===== src/rtl/map_loader.sv =====
// Level loader: copies ROWS level-ROM words into the map RAM, counting dots and pills on the way,
// then tracks remaining dots/pills from collision pulses to flag a cleared level.
module map_loader #(
    parameter int unsigned ROWS = 20,
    parameter int unsigned COLS = 40
) (
    input  logic                CLOCK_50,
    input  logic                reset,
    input  logic                start,
    output logic [4:0]          rom_addr,
    input  logic [4*COLS-1:0]   rom_q,
    output logic [4:0]          ram_addr,
    output logic [4*COLS-1:0]   ram_data,
    output logic                ram_wren,
    output logic                busy,
    output logic                done,
    input  logic                dot_eaten,
    input  logic                pill_eaten,
    output logic [10:0]         dots_left,
    output logic [7:0]          pills_left,
    output logic                level_clear
);

    typedef enum logic [1:0] {
        StIdle,
        StFetch,
        StWrite,
        StDone
    } state_e;

    localparam logic [4:0] LastRow = 5'(ROWS - 1);

    state_e      state_q, state_d;
    logic [4:0]  row_q, row_d;
    logic [10:0] dots_q, dots_d;
    logic [7:0]  pills_q, pills_d;
    logic        loaded_q, loaded_d;

    logic [5:0]  row_dots;
    logic [5:0]  row_pills;
    logic [3:0]  nib;

    // Column 0 sits in the most significant nibble.
    always_comb begin
        row_dots  = '0;
        row_pills = '0;
        nib       = '0;
        for (int c = 0; c < int'(COLS); c++) begin
            nib = rom_q[4*COLS-1-4*c -: 4];
            if (nib == 4'd2) row_dots = row_dots + 6'd1;
            if (nib == 4'd3) row_pills = row_pills + 6'd1;
        end
    end

    always_comb begin
        state_d  = state_q;
        row_d    = row_q;
        dots_d   = dots_q;
        pills_d  = pills_q;
        loaded_d = loaded_q;

        unique case (state_q)
            StIdle: begin
                if (start) begin
                    state_d  = StFetch;
                    row_d    = '0;
                    dots_d   = '0;
                    pills_d  = '0;
                    loaded_d = 1'b0;
                end else begin
                    if (dot_eaten && dots_q != '0) dots_d = dots_q - 11'd1;
                    if (pill_eaten && pills_q != '0) pills_d = pills_q - 8'd1;
                end
            end
            StFetch: begin
                state_d = StWrite;
            end
            StWrite: begin
                dots_d  = dots_q + {5'd0, row_dots};
                pills_d = pills_q + {2'd0, row_pills};
                if (row_q == LastRow) begin
                    state_d = StDone;
                end else begin
                    row_d   = row_q + 5'd1;
                    state_d = StFetch;
                end
            end
            StDone: begin
                loaded_d = 1'b1;
                state_d  = StIdle;
                // Not busy here, so collision pulses already count.
                if (dot_eaten && dots_q != '0) dots_d = dots_q - 11'd1;
                if (pill_eaten && pills_q != '0) pills_d = pills_q - 8'd1;
            end
            default: state_d = StIdle;
        endcase
    end

    always_ff @(posedge CLOCK_50 or negedge reset) begin
        if (!reset) begin
            state_q  <= StIdle;
            row_q    <= '0;
            dots_q   <= '0;
            pills_q  <= '0;
            loaded_q <= 1'b0;
        end else begin
            state_q  <= state_d;
            row_q    <= row_d;
            dots_q   <= dots_d;
            pills_q  <= pills_d;
            loaded_q <= loaded_d;
        end
    end

    assign rom_addr    = row_q;
    assign ram_addr    = row_q;
    assign ram_data    = rom_q;
    assign ram_wren    = (state_q == StWrite);
    assign busy        = (state_q == StFetch) || (state_q == StWrite);
    assign done        = (state_q == StDone);
    assign dots_left   = dots_q;
    assign pills_left  = pills_q;
    assign level_clear = loaded_q && (dots_q == '0) && (pills_q == '0) && !busy;

endmodule

===== config.mk =====
export PLATFORM = sky130hd
export DESIGN_NAME = map_loader
export DESIGN_NICKNAME = d
export VERILOG_FILES = /design/src/rtl/map_loader.sv
export SDC_FILE = /design/constraint.sdc
export NUM_CORES = 1
export LEC_CHECK = 0
export ABC_AREA = 0
export CAP_MARGIN = 20
export CORE_MARGIN = 5
export CORE_UTILIZATION = 52
export DETAILED_ROUTE_END_ITERATION = 10
export GPL_TIMING_DRIVEN = 1
export PLACE_DENSITY_LB_ADDON = 0.25
export SLEW_MARGIN = 20
export SYNTH_ARGS = -nofsm -noshare
export SYNTH_HDL_FRONTEND = slang
export SYNTH_SLANG_ARGS = --single-unit

===== constraint.sdc =====
create_clock -name CLOCK_50 -period 2.65 [get_ports CLOCK_50]
set_clock_uncertainty 0.05 [all_clocks]
set_input_delay 0.265 -clock CLOCK_50 [delete_from_list [all_inputs] [get_ports CLOCK_50]]
set_output_delay 0.265 -clock CLOCK_50 [all_outputs]
set_load 0.05 [all_outputs]

==> flow_summary.rst, run 1 <==
.. list-table::
   :header-rows: 1

   * - Metric
     - Value
   * - Outcome
     - aborted with a tool error
   * - Last stage reached
     - global routing
   * - First error in the log
     - [ERROR GRT-0232] Routing congestion too high. Check the congestion heatmap in the GUI.
   * - Post-place instance area
     - 0.0230 sq mm
   * - Maximum number of pins on one net before global-route repair
     - 28
   * - # placed instances
     - 3099
   * - Combinational family with the most area after synthesis
     - simple AND/OR/NAND/NOR gates
   * - Number of buffer cells added on primary ports
     - 357
   * - HPWL after detailed placement
     - 45500 um
   * - Flip-flop and latch count after synthesis
     - 27
   * - Unique cell type count in the Yosys netlist
     - 98
   * - Register area share after synthesis
     - 0.0482
   * - Cell area after synthesis
     - 0.0140 sq mm
   * - Fraction of the mapped netlist area in adder cells
     - 0.0925
   * - Multiplexer area fraction after synthesis
     - 0.0370
   * - Count of synthesis-stage warnings from yosys
     - 0
   * - Die Height
     - 174 um
   * - Bufs on Longest Clock Path
     - 2
   * - Post-synth EDFFs
     - 0
   * - Total routing resource utilization after global routing
     - 0.995
   * - Mean area per synthesized cell
     - 7.50 sq um
   * - Worst setup slack after placement
     - -20.75 ns
   * - Total congestion overflow after global routing
     - 3248
   * - Starting Density
     - 0.524
   * - Synth Net Count
     - 2134
   * - Cell at the root of the clock tree
     - clkbuf_16
   * - Kind of endpoint with the least setup slack
     - register input
   * - Async set-reset flop share out of synthesis
     - 1.00
   * - Total number of H-tree levels
     - 1
   * - Die Wd
     - 174 um
   * - Compound-gate portion of the synthesized area
     - 0.159
   * - Number of buffers inserted during clock tree synthesis
     - 3
   * - RD Place Congestion
     - 0.916
   * - Post-synthesis share of cell area spent on and, or, nand and nor gates
     - 0.286
   * - Count of boundary I/O pins
     - 358
   * - XOR/XNOR share of the synthesized area
     - 0.264
   * - Number of standard cells after synthesis
     - 1869
   * - Leading register cell type out of synthesis
     - dfrtp_1
   * - Clock Sinks
     - 27
   * - Worst endpoint after global-route timing repair
     - dots_left[9]$_DFFE_PN0P_/D
   * - Standard-cell row count
     - 60
-- per-stage QoR --
step                      setup TNS, ns  utilization
after floorplan                 -321.06            -
after global placement          -333.30        0.861
after detailed placement        -356.13        0.861
after CTS                       -341.56        0.918
-- kinds of logic after synthesis --
family          after synthesis
mux                          49
compound gates              350
fa+ha+maj                   103
flops                        27
buf+inv                     255
xor+xnor                    348
simple gates                737
-- metal layers --
layer | GRT overflow | global-route usage
met5 | 1 | 0.213
met4 | 572 | 1.12
met3 | 29 | 0.687
met2 | 2610 | 1.40
met1 | 36 | 0.869
-- repair_timing --
| item | in CTS |
|---|---|
| resized for setup | 135 |
| endpoints found under the hold margin | 0 |
| hold buffers | 0 |
| endpoints found under the setup margin | 20 |
| pin swaps | 98 |
| setup buffers | 121 |
-- Yosys cell counts, drive strengths merged, types with 24 or more instances --
master	number	area, sq um
nor2	161	604
nor4b	31	358
nand3	74	370
clkbuf	28	105
nand4	26	163
xor2	97	910
mux2i	30	304
dfrtp	27	676
nand2	215	807
a21oi	97	485
xnor2	225	2200
ha	98	1230
nor3	33	170
buf	171	1270
inv	55	206
and3	26	168
o21ai	83	415
a31oi	24	150
==> run 2, diff against run 1 <==
--- a/config.mk
+++ b/config.mk
@@ -8,10 +8,10 @@
 export ABC_AREA = 0
 export CAP_MARGIN = 20
 export CORE_MARGIN = 5
-export CORE_UTILIZATION = 52
+export CORE_UTILIZATION = 40
 export DETAILED_ROUTE_END_ITERATION = 10
 export GPL_TIMING_DRIVEN = 1
-export PLACE_DENSITY_LB_ADDON = 0.25
+export PLACE_DENSITY_LB_ADDON = 0.15
 export SLEW_MARGIN = 20
 export SYNTH_ARGS = -nofsm -noshare
 export SYNTH_HDL_FRONTEND = slang
==> run 2 against run 1 <==
Net effect:
- the flow now finishes, with violations (setup timing)
- synthesized area stayed put
- synthesized cell count stayed put
==> flow_summary.rst, run 2 <==
.. list-table::
   :header-rows: 1

   * - Metric
     - Value
   * - Max rail drop VDD
     - 0.778 mV
   * - Overall Power
     - 15.6 mW
   * - Commonest non-fill, non-tap cell in the layout
     - buf_4
   * - Detail Route Antenna Nets
     - 0
   * - Count of boundary I/O pins
     - 358 (unchanged)
   * - Number of buffers inserted during clock tree synthesis
     - 3 (unchanged)
   * - Worst setup slack after placement
     - -20.18 ns (+0.562 ns)
   * - Required arrival time at the worst endpoint
     - 2.74 ns
   * - Number of flip-flops in the largest register
     - 11
   * - Cell type with the highest aggregate area in the netlist
     - xnor2_1
   * - Clock Sinks
     - 27 (unchanged)
   * - Startpoint of the worst-slack reg-to-reg timing path
     - dots_left[0]$_DFFE_PN0P_
   * - Start-to-end type of the worst setup path
     - in -> reg
   * - Total congestion overflow after global routing
     - 0
   * - Detailed Route Iter0 Violations
     - 751
   * - Flip-flop and latch count after synthesis
     - 27 (unchanged)
   * - Number of maximum-capacitance violations
     - 0
   * - Fin util
     - 0.764
   * - Total routing resource utilization after global routing
     - 0.235
   * - Detailed-route wire length per cell
     - 15.7 um
   * - Bufs on Longest Clock Path
     - 2 (unchanged)
   * - Final routed DRC violation total
     - 0
   * - Transition time of the tightest slew-check pin
     - 0.647 ns
   * - Clock insertion delay at the later pin of the skew report
     - 0.27 ns
   * - Number of buffer cells added on primary ports
     - 357 (unchanged)
   * - Start point of the critical path
     - rom_q[154]
   * - Synth-to-Final Area Change
     - 88.4%
   * - Largest delay contributor family on the critical path
     - adder cells
   * - # placed instances
     - 3259 (+5.2%)
   * - Die Wd
     - 197 um (+13%)
   * - Antenna fix cells
     - 0
   * - Worst-case reg-to-reg path depth
     - 13
   * - Worst hold-check slack
     - 0.344 ns
   * - Standby leakage power
     - 11.6 nW
   * - Arrival time at the worst endpoint
     - 22.47 ns
   * - Worst min-delay path class
     - in -> async
   * - Count of pins over their slew limit
     - 0
   * - Die Height
     - 197 um (+13%)
   * - Most instantiated cells after synthesis
     - nand2_1 (215), xnor2_1 (204), buf_4 (166), nor2_1 (161), ha_1 (98)
   * - Unique cell type count in the Yosys netlist
     - 98 (unchanged)
   * - Yosys top cell area share
     - 0.127 (unchanged)
   * - Final-layout setup total negative slack
     - -330.00 ns
   * - Unrepaired setup endpoints after global routing
     - yes
   * - Post-place instance area
     - 0.0235 sq mm (+2.2%)
   * - Layout Nets
     - 3240
   * - Crit start category
     - input port
   * - Proportion of power drawn by the clock network
     - 0.023
   * - Share of layout cells above drive strength 1
     - 0.450
   * - RD Place Congestion
     - 0.884 (-3.5%)
   * - Register area share after synthesis
     - 0.0482 (unchanged)
   * - Clock edge transition at the registers on the reported setup and hold paths
     - 0.08 ns
   * - Via count of the first global-routing pass
     - 17800
   * - Cell Pwr Density
     - 591 mW/mm^2
   * - Switching share of power
     - 0.470
   * - Cell area after synthesis
     - 0.0140 sq mm (unchanged)
   * - Max Clock Freq
     - 0.0447 GHz
   * - Final-report hold violation count
     - 0
   * - Synth top area cells
     - xnor2_1 (13%), buf_4 (8.9%), ha_1 (8.7%)
   * - Worst path setup slack after routing
     - -19.73 ns
   * - Final design area excluding fillers
     - 0.0264 sq mm
   * - Wire length of the first global-routing pass
     - 80400 um
   * - Cell at the root of the clock tree
     - clkbuf_16
   * - Worst-path cell with the longest stage delay
     - or4b_4
   * - Combinational share of power
     - 0.925
   * - Total detailed-routing wirelength
     - 53900 um
   * - Total vias in the final route
     - 17900
   * - Synth Net Count
     - 2134 (unchanged)
   * - Outcome
     - finished with violations
   * - Starting Density
     - 0.406 (-0.119)
   * - Internal portion of total power
     - 8.27 mW
   * - Count of synthesis-stage warnings from yosys
     - 0 (unchanged)
   * - Number of standard cells after synthesis
     - 1869 (unchanged)
   * - Standard-cell row count
     - 68 (+13%)
   * - Maximum number of pins on one net before global-route repair
     - 28
   * - Detailed-route vias per instance
     - 5.21
   * - Sequential Power Share
     - 0.052
   * - Top cell by count, worst path
     - ha_4
   * - Final Critical Period
     - 22.38 ns
   * - Clock tree from TritonCTS
     - yes
   * - Most common cell in the synthesized netlist
     - nand2_1
   * - Area of the placeable core
     - 0.0345 sq mm
   * - Antenna violations before repair
     - 0
   * - Failing checks
     - setup timing
   * - Max-slew headroom at the worst pin
     - 0.562
   * - HPWL after detailed placement
     - 39100 um (-14%)
   * - Switching power of the nets
     - 7.33 mW
   * - Worst stage delay on the critical path
     - 0.58 ns
   * - Crit. path cell count
     - 132
   * - Overall die area
     - 0.0389 sq mm
   * - Post-synth EDFFs
     - 0 (unchanged)
   * - # setup viols final
     - 19
   * - Period Utilization, post-route
     - 8.45
   * - Terminus of the critical flop-to-flop path
     - dots_left[10]$_DFFE_PN0P_
   * - Commonest cells after routing, fill and taps aside
     - buf_4 (901), clkdlybuf4s50_1 (328), nand2_1 (177)
   * - 1st-pass router iterations
     - 5
   * - Worst Setup EP
     - dots_left[7]$_DFFE_PN0P_
   * - Worst R2R Setup Slack
     - 0.09 ns
   * - Mean area per synthesized cell
     - 7.50 sq um (unchanged)
   * - Leading register cell type out of synthesis
     - dfrtp_1
   * - Crit-path max FO
     - 3
   * - CP endpoint kind
     - flip-flop
   * - Async set-reset flop share out of synthesis
     - 1.00 (unchanged)
   * - Total number of H-tree levels
     - 1 (unchanged)
   * - Post-route non-filler standard cell count
     - 3429
   * - Buf+Inv Stages, Crit Path
     - 10
==> run 2: cell type report <==
type	instances	area (sq um)
Clock inverter	1	7.51
Inverter	56	223
Multi-Input combinational cell	1587	14000
Timing Repair Buffer	1300	10900
Clock buffer	3	75.1
Sequential cell	27	677
Tap cell	455	569
Fill cell	2299	8140
==> run 2: metal layers <==
| layer | vias up | global-route usage | part of all wire |
|---|---|---|---|
| li1 | 8808 | - | - |
| met1 | 8462 | 0.280 | 0.40 |
| met2 | 489 | 0.461 | 0.54 |
| met3 | 109 | 0.0162 | 0.036 |
| met4 | 0 | 0.0449 | 0.024 |
| met5 | - | 0 | 0 |
==> run 2: worst min-delay path by stage <==
| stage | start | end | slack [ns] | cells past startpoint |
|---|---|---|---|---|
| after global routing | reset | ram_addr[3]$_DFFE_PN0P_ | 0.38 | 2 |
| final | reset | pills_left[0]$_DFFE_PN0P_ | 0.34 | 2 |
| after detailed placement | state_q[1]$_DFFE_PN0P_ | state_q[1]$_DFFE_PN0P_ | 0.48 | 1 |
| after CTS | reset | ram_addr[3]$_DFFE_PN0P_ | 0.36 | 2 |
| after global placement | loaded_q$_DFFE_PN0P_ | loaded_q$_DFFE_PN0P_ | 0.46 | 2 |
| after floorplan | reset | dots_left[0]$_DFFE_PN0P_ | -0.08 | 0 |
==> run 2: cell families after synthesis <==
logic type,Yosys count,synth area share
xor+xnor,348,0.264
simple gates,737,0.286
mux,49,0.0370
compound gates,350,0.159
buf+inv,255,0.113
flops,27,0.0482
fa+ha+maj,103,0.0925
==> run 2: power groups by stage <==
stage,registers (mW),clock network (mW),logic (mW)
detailed placement,0.805,0,11.4
CTS,0.798,0.367,12.6
global route,0.837,0.376,15.5
global placement,0.795,0,11.0
floorplan,1.14,0,6.48
finish,0.809,0.366,14.4
==> run 2: timing repair <==
item                       in CTS  in global routing
pin swaps                      97                216
cloned                          0                  0
hold buffers                    0                  0
buffers inserted              128                 48
setup endpoints to repair      19                 20
resized for setup             129                213
hold endpoints to repair        0                  0
(Power assumes the default switching activity.)
